<file path="src/rtl/sipo_pkg.sv">
// rtl/sipo_pkg.sv - shared constants and helpers for the serial-in/parallel-out receiver
// Purpose : FSM state encoding and counter width helper used by the receiver blocks.
// Contents: ST_IDLE, ST_SHIFT state constants; cnt_w() bit-counter width function.
package sipo_pkg;

   localparam logic [0:0] ST_IDLE  = 1'b0;
   localparam logic [0:0] ST_SHIFT = 1'b1;

   function automatic int cnt_w(input int width);
      return $clog2(width);
   endfunction

endpackage

</file>
<file path="src/rtl/sipo_out_reg.sv">
// rtl/sipo_out_reg.sv - output holding register with valid/ready and sticky overrun
// Purpose : holds each completed word until the consumer takes it; a word that
//           arrives while the previous one is still held is dropped and flagged.
// Ports   : i_clk, i_rst          clock, synchronous active-high reset
//           i_word[WIDTH]         completed word (already bit-order mapped)
//           i_complete            strobe: i_word is a new complete word this cycle
//           i_ready               consumer accepts o_data when o_valid & i_ready
//           o_data[WIDTH]         held word
//           o_valid               word available
//           o_overrun             sticky drop flag, cleared only by reset
module sipo_out_reg #(
   parameter int WIDTH = 4
) (
   input  logic             i_clk,
   input  logic             i_rst,
   input  logic [WIDTH-1:0] i_word,
   input  logic             i_complete,
   input  logic             i_ready,
   output logic [WIDTH-1:0] o_data,
   output logic             o_valid,
   output logic             o_overrun
);

   logic [WIDTH-1:0] data_q, data_d;
   logic             valid_q, valid_d;
   logic             ovr_q, ovr_d;

   always_comb begin
      data_d  = data_q;
      valid_d = valid_q;
      ovr_d   = ovr_q;
      if (i_complete) begin
         // A free slot, or one being emptied this cycle, takes the new word.
         if (!valid_q || i_ready) begin
            data_d  = i_word;
            valid_d = 1'b1;
         end else begin
            ovr_d = 1'b1;
         end
      end else if (valid_q && i_ready) begin
         valid_d = 1'b0;
      end
   end

   always_ff @(posedge i_clk) begin
      if (i_rst) begin
         data_q  <= '0;
         valid_q <= 1'b0;
         ovr_q   <= 1'b0;
      end else begin
         data_q  <= data_d;
         valid_q <= valid_d;
         ovr_q   <= ovr_d;
      end
   end

   assign o_data    = data_q;
   assign o_valid   = valid_q;
   assign o_overrun = ovr_q;

endmodule

</file>
<file path="src/rtl/serial_in_parallel_out_rx.sv">
// rtl/serial_in_parallel_out_rx.sv - framed bit-serial receiver assembling WIDTH-bit words
// Purpose : samples i_sin on each i_en strobe, frames words with i_sof, and hands
//           each complete word to the output holding register.
// Ports   : i_clk, i_rst          clock, synchronous active-high reset
//           i_sin, i_en, i_sof    serial bit, bit strobe, start-of-frame (qualified by i_en)
//           i_ready               consumer ready
//           o_data[WIDTH]         assembled word, stable while o_valid
//           o_valid               word available
//           o_busy                partial word in progress
//           o_overrun             sticky dropped-word flag
module serial_in_parallel_out_rx
   import sipo_pkg::*;
#(
   parameter int WIDTH     = 4,
   parameter int LSB_FIRST = 1
) (
   input  logic             i_clk,
   input  logic             i_rst,
   input  logic             i_sin,
   input  logic             i_en,
   input  logic             i_sof,
   input  logic             i_ready,
   output logic [WIDTH-1:0] o_data,
   output logic             o_valid,
   output logic             o_busy,
   output logic             o_overrun
);

   localparam int CW = cnt_w(WIDTH);

   logic [0:0]       state_q, state_d;
   logic [CW-1:0]    cnt_q, cnt_d;
   logic [WIDTH-1:0] shift_q, shift_d;   // bit k of the frame lives at shift_q[k]
   logic             complete;
   logic [WIDTH-1:0] word_mapped;

   always_comb begin
      state_d  = state_q;
      cnt_d    = cnt_q;
      shift_d  = shift_q;
      complete = 1'b0;
      if (i_en) begin
         if (i_sof) begin
            // Start of frame, or resync mid-word: previous partial word is discarded.
            shift_d    = '0;
            shift_d[0] = i_sin;
            cnt_d      = CW'(1);
            state_d    = ST_SHIFT;
         end else if (state_q == ST_SHIFT) begin
            shift_d[cnt_q] = i_sin;
            if (cnt_q == CW'(WIDTH - 1)) begin
               complete = 1'b1;
               cnt_d    = '0;
               state_d  = ST_IDLE;
            end else begin
               cnt_d = cnt_q + 1'b1;
            end
         end
      end
   end

   // The word offered on completion includes the bit sampled this cycle.
   always_comb begin
      word_mapped = '0;
      for (int k = 0; k < WIDTH; k++) begin
         if (LSB_FIRST != 0) word_mapped[k]           = shift_d[k];
         else                word_mapped[WIDTH-1-k]   = shift_d[k];
      end
   end

   always_ff @(posedge i_clk) begin
      if (i_rst) begin
         state_q <= ST_IDLE;
         cnt_q   <= '0;
         shift_q <= '0;
      end else begin
         state_q <= state_d;
         cnt_q   <= cnt_d;
         shift_q <= shift_d;
      end
   end

   assign o_busy = (state_q == ST_SHIFT);

   sipo_out_reg #(.WIDTH(WIDTH)) u_out (
      .i_clk      (i_clk),
      .i_rst      (i_rst),
      .i_word     (word_mapped),
      .i_complete (complete),
      .i_ready    (i_ready),
      .o_data     (o_data),
      .o_valid    (o_valid),
      .o_overrun  (o_overrun)
   );

endmodule

</file>
<file path="config.mk">
export PLATFORM = sky130hd
export DESIGN_NAME = serial_in_parallel_out_rx
export DESIGN_NICKNAME = d
export VERILOG_FILES = /design/src/rtl/sipo_pkg.sv /design/src/rtl/sipo_out_reg.sv /design/src/rtl/serial_in_parallel_out_rx.sv
export SDC_FILE = /design/constraint.sdc
export NUM_CORES = 1
export LEC_CHECK = 0
export CORE_MARGIN = 4
export CORE_UTILIZATION = 40
export CTS_CLUSTER_SIZE = 10
export DETAILED_ROUTE_END_ITERATION = 7
export HOLD_SLACK_MARGIN = 0.1
export SYNTH_ARGS = -nofsm -noshare
export SYNTH_HDL_FRONTEND = slang
export SYNTH_SLANG_ARGS = --single-unit
</file>
<file path="constraint.sdc">
create_clock -name i_clk -period 2.1 [get_ports i_clk]
set_clock_uncertainty 0.2 [all_clocks]
set_input_delay 0.315 -clock i_clk [delete_from_list [all_inputs] [get_ports i_clk]]
set_output_delay 0.315 -clock i_clk [all_outputs]
set_load 0.005 [all_outputs]
</file>
==> summary.txt <==
Synthesis
  – Syn_nets: 83
  – Yosys warnings: 0
  – Sequential fraction of the synthesis area: 39.8%
  – Area leader, netlist: dfxtp_1
  – Number of distinct library cells after synthesis: 27
  – Syn Area/Cell: 8.95 µm²
  – Synth area leaders: dfxtp_1, a21oi_1, ha_1
  – Synth Cell Area: 653 µm²
  – Post-synth top area share: 39.8%
  – #FFs+latches synth: 13
  – Syn Inst Count: 73

Critical path
  – Critical Path Sink Type: output port
  – CP required: 1580 ps
  – Crit-path max FO: 15
  – CP cell instances: clkdlybuf4s50_1
  – Worst path arrival time: between 1000 and 1500 ps
  – CP bufs+invs: 1
  – Crit path launch type: register
  – Crit path max-delay family: buffers and inverters
  – CP max stage delay: 580 ps
  – Setup Crit Path Kind: register to output port
  – Highest-delay cell along the critical path: clkdlybuf4s50_1

Cells and area
  – Most frequent cells in the layout: a21oi_1, dfxtp_1, clkdlybuf4s50_1
  – Final core occ: 51.8%
  – Commonest non-fill, non-tap cell in the layout: a21oi_1
  – Layout fillers: ~150
  – FF/Latch Area: about 260 µm²
  – Fraction of layout instances using a drive strength above 1: approximately 7.0%
  – Area grow syn2layout: 20.9%
  – Multi-input gate area: roughly 340 µm²
  – Antenna Cells: 0
  – Nets: 97

Timing
  – Fin crit period: around 1900 ps
  – Max-slew violation count: 0
  – Period utilization: between 90% and 100%
  – Fin Hold WS: 267 ps
  – RSZ-0062 raised after global routing: no
  – Setup-failing EPs final: 0
  – Relative slew margins: 64.7%
  – Hold Vio Cnt, Final: 0
  – Worst-Margin Slew: 527 ps
  – Peak Freq: 517 MHz
  – Setup tns final: 0 ps
  – Worst setup margin: 164 ps

Clock network
  – TritonCTS clock tree: built
  – CTS sink cnt: 13
  – Clock buffer depth: 2
  – Post-CTS Setup Inserts: 0
  – Gates resized, CTS repair: 0
  – Number of H-tree levels: 1
  – Clk root buf: clkbuf_4
  – Worst-path clk slew: ~70 ps
  – Hold_buf cts: 0
  – Clk Latency, worst-skew pair: 270 ps
  – Cts bufs inserted: 3

Die
  – Initial Util: a little over two fifths
  – I/O pin count: 13
  – Area of the die: approximately 2300 µm²
  – Chip width: 48.4 µm
  – Core box area: 1520 µm²
  – FP Rows: 14
  – Die H: 48.4 µm

Hold path
  – Worst hold path class: register to register

Detailed routing
  – Final WL: 1360 µm
  – DR pass1 iterations: 4
  – DR WL met3: 70 µm
  – Met1 WL: approximately 620 µm
  – Vias post-DR: 546
  – Routed len/inst: 13.3 µm
  – Drt initial violations: 7
  – DRC viols: 0
  – Top Metal Used: met4
  – Vias per cell: around 5.4
  – Met2 WL: 647 µm
  – Antenna viol nets, final: 0

GRT
  – Initial antenna violation count: 0
  – First-pass GRT wire length: 2040 µm
  – Pin count of the biggest net entering global routing: 16
  – GRT Total Usage: 11.0%
  – Overflow after GRT: 0
  – Vias in the first global route: 453

Placed design
  – Place WS: between 150 and 200 ps
  – Buffers added on ports: 12
  – Gp weighted congestion: roughly 0.72
  – HPWL Detailed: 1000 µm

Power and ir drop
  – Leakage: 0.000283 µW
  – Pwr/cell area: ~570 nW/µm²
  – Peak VDD IR: around 0.00033 V

Run status
  – Status: completed

Job
  – Maximum capacitance violations: 0
cell type report:
class / count / share of cell area, %
Multi-Input combinational cell: 53 / 43.6
Sequential cell: 13 / 33.0
Tap cell: 16 / 2.54
Inverter: 3 / 1.43
Timing Repair Buffer: 13 / 16.2
Clock buffer: 4 / 3.33
synthesized netlist by cell type (all sizes together):
cell    instances
and4b           1
nor2            3
nor3            2
or2             1
o21bai          2
o21ai           4
nor3b           1
nand2b          1
and4            2
buf             3
nor4            2
nand4b          2
a21boi          2
a21oi          14
clkbuf          1
a311oi          2
inv             3
nand3b          1
a22oi           1
nor2b           1
nand4           1
ha              4
nand2           6
dfxtp          13
power by group:
group	switching (µW)	internal, µW
registers	6.88	250
logic	21.2	21.1
clock network	76.4	73.4
state kept, by name, indices dropped and copies added (netlist names):
| name | flops |
|---|---|
| u_out.o_data | 4 |
| u_out.o_overrun | 1 |
| cnt_q | 2 |
| shift_q | 4 |
| o_busy | 1 |
| u_out.o_valid | 1 |
cells by family after synthesis:
| logic type | synth area share, % |
|---|---|
| AO/OA/AOI/OAI | 23.2 |
| flip-flops | 39.8 |
| adder cells (fa/ha/maj) | 7.66 |
| buffers and inverters | 7.47 |
| AND/OR/NAND/NOR | 21.8 |
final timing paths:
path         startpoint              end  slack, ps  cells after the start
max              o_busy           o_busy        160                      1
min          shift_q[1]       shift_q[1]        270                      2
max reg2reg    cnt_q[0]  u_out.o_data[0]        500                      4
min reg2reg  shift_q[1]       shift_q[1]        270                      2
metal layers:
layer,vias to the layer above,GRT usage [%]
met5,-,0
met4,0,5.53
met3,2,2.45
met2,12,18.0
met1,235,13.2
li1,297,-
through the flow:
stage,std cells,power (µW),area [µm²]
finish,102,449,790
global route,102,476,790
CTS,102,459,790
detailed placement,98,305,763
global placement,98,304,763
floorplan,73,289,653
Note: power is estimated with default switching activity, not from simulation.
